### config.mk
export PLATFORM = sky130hd
export DESIGN_NAME = l1_inval_queue
export DESIGN_NICKNAME = d
export VERILOG_FILES = /design/src/rtl/l1_inval_queue_pkg.sv /design/src/rtl/l1_inval_queue_fifo.sv /design/src/rtl/l1_inval_queue.sv
export SDC_FILE = /design/constraint.sdc
export NUM_CORES = 1
export LEC_CHECK = 0
export CAP_MARGIN = 20
export CORE_MARGIN = 5
export CORE_UTILIZATION = 45
export DETAILED_ROUTE_END_ITERATION = 10
export GPL_TIMING_DRIVEN = 0
export PLACE_DENSITY = 0.71
export SYNTH_ARGS = -nofsm -noshare
export SYNTH_HDL_FRONTEND = slang
export SYNTH_HIERARCHICAL = 1
export SYNTH_SLANG_ARGS = --single-unit
### constraint.sdc
create_clock -name clk_i -period 6 [get_ports clk_i]
set_input_delay 1.2 -clock clk_i [delete_from_list [all_inputs] [get_ports clk_i]]
set_output_delay 1.2 -clock clk_i [all_outputs]
set_load 0.05 [all_outputs]
### src/rtl/l1_inval_queue_pkg.sv
// Shared platform constants plus the invalidation queue's local types.
// marian_fpga_pkg carries the system-wide address and L1 geometry defaults.
package marian_fpga_pkg;
    localparam int unsigned AddrWidth   = 64;
    localparam int unsigned L1LineWidth = 16;
endpackage

package l1_inval_queue_pkg;
    typedef enum logic {
        Idle,
        Issue
    } inval_state_e;

    localparam logic [15:0] DedupCntMax = 16'hFFFF;
endpackage

### src/rtl/l1_inval_queue_fifo.sv
// Small FIFO with optional fall-through: an empty FIFO presents the incoming
// word on data_o in the same cycle, and a simultaneous pop bypasses storage.
module fifo_v3 #(
    parameter bit          FALL_THROUGH = 1'b0,
    parameter int unsigned DATA_WIDTH   = 32,
    parameter int unsigned DEPTH        = 8,
    localparam int unsigned ADDR_DEPTH  = (DEPTH > 1) ? $clog2(DEPTH) : 1
) (
    input  logic                  clk_i,
    input  logic                  rst_ni,
    input  logic                  flush_i,
    output logic                  full_o,
    output logic                  empty_o,
    output logic [ADDR_DEPTH-1:0] usage_o,
    input  logic [DATA_WIDTH-1:0] data_i,
    input  logic                  push_i,
    output logic [DATA_WIDTH-1:0] data_o,
    input  logic                  pop_i
);
    logic [ADDR_DEPTH-1:0]             rd_q, rd_d, wr_q, wr_d;
    logic [ADDR_DEPTH:0]               cnt_q, cnt_d;
    logic [DEPTH-1:0][DATA_WIDTH-1:0]  mem_q;
    logic                              we;

    assign full_o  = (cnt_q == (ADDR_DEPTH+1)'(DEPTH));
    assign usage_o = cnt_q[ADDR_DEPTH-1:0];

    always_comb begin
        rd_d    = rd_q;
        wr_d    = wr_q;
        cnt_d   = cnt_q;
        we      = 1'b0;
        data_o  = mem_q[rd_q];
        empty_o = (cnt_q == '0);
        if (push_i && !full_o) begin
            we    = 1'b1;
            wr_d  = wr_q + 1'b1;
            cnt_d = cnt_q + 1'b1;
        end
        if (pop_i && (cnt_q != '0)) begin
            rd_d  = rd_q + 1'b1;
            cnt_d = cnt_d - 1'b1;
        end
        // Bypass: the word never lands in storage when it is consumed at once.
        if (FALL_THROUGH && (cnt_q == '0) && push_i) begin
            data_o  = data_i;
            empty_o = 1'b0;
            if (pop_i) begin
                we    = 1'b0;
                wr_d  = wr_q;
                rd_d  = rd_q;
                cnt_d = cnt_q;
            end
        end
        if (flush_i) begin
            rd_d  = '0;
            wr_d  = '0;
            cnt_d = '0;
            we    = 1'b0;
        end
    end

    always_ff @(posedge clk_i or negedge rst_ni) begin
        if (!rst_ni) begin
            rd_q  <= '0;
            wr_q  <= '0;
            cnt_q <= '0;
            mem_q <= '0;
        end else begin
            rd_q  <= rd_d;
            wr_q  <= wr_d;
            cnt_q <= cnt_d;
            if (we) mem_q[wr_q] <= data_i;
        end
    end
endmodule

### src/rtl/l1_inval_queue.sv
// Queues line invalidations for the L1 D-cache, merges back-to-back repeats
// of the most recent line, and issues them one at a time with a req/ack pair.
module l1_inval_queue
    import l1_inval_queue_pkg::*;
#(
    parameter int unsigned AddrWidth   = marian_fpga_pkg::AddrWidth,
    parameter int unsigned L1LineWidth = marian_fpga_pkg::L1LineWidth,
    parameter int unsigned Depth       = 4
) (
    input  logic                 clk_i,
    input  logic                 rst_ni,
    input  logic                 en_i,
    input  logic [AddrWidth-1:0] inval_addr_i,
    input  logic                 inval_valid_i,
    output logic                 inval_ready_o,
    output logic                 cache_inval_req_o,
    output logic [AddrWidth-1:0] cache_inval_addr_o,
    input  logic                 cache_inval_ack_i,
    output logic                 busy_o,
    output logic [15:0]          dedup_cnt_o
);
    localparam int unsigned UsageW = (Depth > 1) ? $clog2(Depth) : 1;
    localparam logic [AddrWidth-1:0] LineMask = ~AddrWidth'(L1LineWidth - 1);

    inval_state_e         state_q, state_d;
    logic                 req_q, req_d;
    logic [AddrWidth-1:0] addr_q, addr_d;
    logic [AddrWidth-1:0] last_line_q, last_line_d;
    logic [15:0]          dedup_q, dedup_d;

    logic                 fifo_full, fifo_empty, fifo_push, fifo_pop;
    logic [UsageW-1:0]    fifo_usage;
    logic [AddrWidth-1:0] fifo_data;
    logic [AddrWidth-1:0] line;
    logic                 last_pending, dup, hs;

    assign line = inval_addr_i & LineMask;

    // Use stored occupancy, not fall-through empty_o, to avoid a loop through push.
    assign last_pending  = fifo_full || (fifo_usage != '0) || (state_q == Issue);
    assign dup           = en_i && last_pending && (line == last_line_q);
    assign inval_ready_o = !en_i || !fifo_full || dup;
    assign hs            = inval_valid_i && inval_ready_o;
    assign fifo_push     = hs && en_i && !dup;

    assign busy_o             = last_pending;
    assign cache_inval_req_o  = req_q;
    assign cache_inval_addr_o = addr_q;
    assign dedup_cnt_o        = dedup_q;

    fifo_v3 #(
        .FALL_THROUGH (1'b1),
        .DATA_WIDTH   (AddrWidth),
        .DEPTH        (Depth)
    ) i_fifo (
        .clk_i   (clk_i),
        .rst_ni  (rst_ni),
        .flush_i (1'b0),
        .full_o  (fifo_full),
        .empty_o (fifo_empty),
        .usage_o (fifo_usage),
        .data_i  (line),
        .push_i  (fifo_push),
        .data_o  (fifo_data),
        .pop_i   (fifo_pop)
    );

    always_comb begin
        last_line_d = fifo_push ? line : last_line_q;
        dedup_d     = dedup_q;
        if (hs && dup && (dedup_q != DedupCntMax)) dedup_d = dedup_q + 16'd1;
    end

    always_comb begin
        state_d  = state_q;
        req_d    = req_q;
        addr_d   = addr_q;
        fifo_pop = 1'b0;
        unique case (state_q)
            Idle: begin
                if (!fifo_empty) begin
                    fifo_pop = 1'b1;
                    addr_d   = fifo_data;
                    req_d    = 1'b1;
                    state_d  = Issue;
                end
            end
            Issue: begin
                if (cache_inval_ack_i) begin
                    if (!fifo_empty) begin
                        fifo_pop = 1'b1;
                        addr_d   = fifo_data;
                    end else begin
                        req_d   = 1'b0;
                        state_d = Idle;
                    end
                end
            end
            default: state_d = Idle;
        endcase
    end

    always_ff @(posedge clk_i or negedge rst_ni) begin
        if (!rst_ni) begin
            state_q     <= Idle;
            req_q       <= 1'b0;
            addr_q      <= '0;
            last_line_q <= '0;
            dedup_q     <= '0;
        end else begin
            state_q     <= state_d;
            req_q       <= req_d;
            addr_q      <= addr_d;
            last_line_q <= last_line_d;
            dedup_q     <= dedup_d;
        end
    end
endmodule

==> metrics <==
status finished clean; Synth-to-Final Area Change 19.4%; Critical Path Max Stage Delay 610 ps; port bufs 147; R2R cell count 21; Placed Area around 22000 µm²; I/O Pins 152; crit path launch type input port; Hold Path Class flop to flop; final non-filler cell total ~2100; worst path bufs/invs 7; hpwl dp 31.2 mm; largest net degree at the start of global routing 123; top-area cell type share of the netlist area 0.511; Tot Pwr 11.2 mW; final WL 46.0 mm; Die ar. 48400 µm²; Post-synth EDFFs 0; max-slew violations 0; P per Cell Area 472 nW/µm²; cts bufs inserted 45; Die X 220 µm; Mean Syn Cell Area 16.4 µm²; Yosys reg bits roughly 410; dominant cells by area after synthesis dfrtp_1 (51%), mux2_4 (18%), mux2_2 (8.2%), mux4_2 (7.3%), mux2_1 (3.5%); total negative slack 0 ps; Least-Margin Pin Slew 1040 ps; FFs w/ async S/R, synth 1.00; clock insertion delay at the later pin of the skew report 570 ps; Cell Area, Synth 19800 µm²; H-Tree Depth 2; final setup violating endpoints 0; WL/cell about 22 µm; Clock Sinks 405; crit path cell chain clkdlybuf4s50_1 > nor2b_1 > a2111o_1 > nor4_1 > and4_1 > nand3_2 > nand4b_4 > buf_4 > inv_2 > clkbuf_1 > nor2_2 > a21oi_1 > clkbuf_4 > o21ai_2 > and3b_1 > buf_6 > nand2_8 > buf_12 > mux2_4; Synth Flop Type dfrtp_1; Final Hold Viols 0; Commonest cells post-synth dfrtp_1 (405), mux2_4 (240), mux2_2 (145); share of layout cells above drive strength 1 0.399; Final nets between 1500 and 2000; CP Class input port to flop; # rows 77; Core ar. roughly 44000 µm²; Worst Path Required 6440 ps; post-synth cell types 48; worst clock skew 20.4 ps; Post-CTS Hold Fix Bufs 0; Post-CTS Setup Bufs 0; relative slew slack 0.309; utilization after layout 0.539; Final period util 0.939; height of the die 220 µm; Routed Antenna Nets 0; post-synthesis cell count approximately 1200; cell family with most CP delay simple AND/OR/NAND/NOR gates; worst hold path startpoint dedup_cnt_o[9]; CTS tree built; initial antenna violation count 3; Worst EP arrival between 6000 and 7000 ps; RSZ-0062 raised after global routing no; 1st-iter DRT viols 713; highest-delay cell along the critical path clkdlybuf4s50_1; post-synthesis sequential area ratio 0.511; CTS clock-pin slew for the worst setup and hold paths 60 ps; Crit. End Element flop; f_max 178 MHz; DRT Pass-1 Iters 4; post-layout min period between 5000 and 6000 ps; final instance area 23700 µm²; hold slack final 495 ps; DP Cell Count 1979; pre-CTS setup slack -1020 ps; worst-path fanout max 20; fin worst setup slack 367 ps; Critical R2R Launch i_fifo/cnt_q[0]; Max-Cap Viols 0; Overflow after GRT 0; critical path depth 19; gr usage total 0.194; clk buf depth 3; VDD IR max 0.000407 V; post-synth top area cell dfrtp_1; DRC Markers 0; Clock Tree Root clkbuf_16; DR vias 11000; Worst Setup SP inval_addr_i[45]; Initial Util 0.452; DR vias/cell 5.33; number of global-route vias before repair 12000; synth warn 6; first-pass GRT wire length between 70 and 80 mm; Pleak about 11 nW; most frequent cell after synthesis dfrtp_1; GP Congestion 0.796; hold path cells 1
[flip-flops by register name (all words and copies together), names as in the netlist]
| name | cells |
|---|---|
| cache_inval_addr_o | 64 |
| cache_inval_req_o | 1 |
| dedup_cnt_o | 16 |
| i_fifo/cnt_q | 3 |
| i_fifo/mem_q | 256 |
| i_fifo/rd_q | 2 |
| i_fifo/wr_q | 2 |
| last_line_q | 60 |
| state_q | 1 |
[power by group]
| group | internal, mW | switching (mW) | total (mW) | leakage, nW |
|---|---|---|---|---|
| registers | 3.58 | 0.479 | 4.06 | 5.18 |
| logic | 2.36 | 2.06 | 4.43 | 5.16 |
| clock network | 1.58 | 1.12 | 2.70 | 0.709 |
| total | 7.52 | 3.66 | 11.2 | 11.1 |
[worst paths after layout]
| kind | endpoint | slack [ps] |
|---|---|---|
| max | i_fifo/mem_q[198] | 370 |
| min | dedup_cnt_o[9] | 490 |
| max reg2reg | i_fifo/mem_q[198] | 570 |
| min reg2reg | dedup_cnt_o[9] | 490 |
| max in group asynchronous | i_fifo/mem_q[232] | 4300 |
| min in group asynchronous | cache_inval_addr_o[48] | 640 |
[layout make-up]
cell class / count / area (µm²)
fill: 3585 / 20200
clock inverter: 10 / 93.8
multi-input combinational: 747 / 9040
timing repair buffer: 150 / 1560
buffer: 64 / 711
sequential: 405 / 10100
clock buffer: 66 / 1340
antenna: 2 / 5.00
inverter: 20 / 75.1
tap: 592 / 741
[per-layer routing]
| layer | vias to the layer above | routed length (µm) | track usage |
|---|---|---|---|
| met2 | 248 | 21200 | 0.302 |
| met5 | - | 0 | 0 |
| met1 | 5805 | 21200 | 0.276 |
| met3 | 70 | 2290 | 0.0409 |
| li1 | 4841 | - | - |
| met4 | 0 | 1280 | 0.0562 |
[layout by cell type (no fill, tap or decap), types with 15 or more instances in the layout]
cell / synthesis / layout
buf_12: 24 / 24
inv_1: 19 / 19
nor2b_1: 15 / 15
nand2b_1: 16 / 16
clkbuf_16: 0 / 46
mux2_4: 240 / 240
mux2_2: 145 / 145
mux2_1: 61 / 61
dfrtp_1: 405 / 405
xnor2_1: 49 / 49
mux4_2: 64 / 64
clkdlybuf4s50_1: 0 / 146
conb_1: 1 / 28
clkbuf_1: 7 / 15
[timing repair]
item | CTS | global route
resized for setup | 2 | 2
gates cloned | 0 | 0
setup endpoints to repair | 259 | 240
[kinds of logic (layout without fill, tap and decap cells)]
| family | count (synthesis) | after routing | synth area share |
|---|---|---|---|
| adder cells (fa/ha/maj) | 8 | 8 | 0.00504 |
| AO/OA/AOI/OAI | 26 | 26 | 0.0101 |
| XOR/XNOR | 62 | 62 | 0.0274 |
| other | 1 | 30 | 0.000189 |
| AND/OR/NAND/NOR | 113 | 113 | 0.0361 |
| flip-flops | 405 | 405 | 0.511 |
| buffers and inverters | 85 | 310 | 0.0396 |
| multiplexers | 510 | 510 | 0.371 |
(Power assumes the default switching activity.)
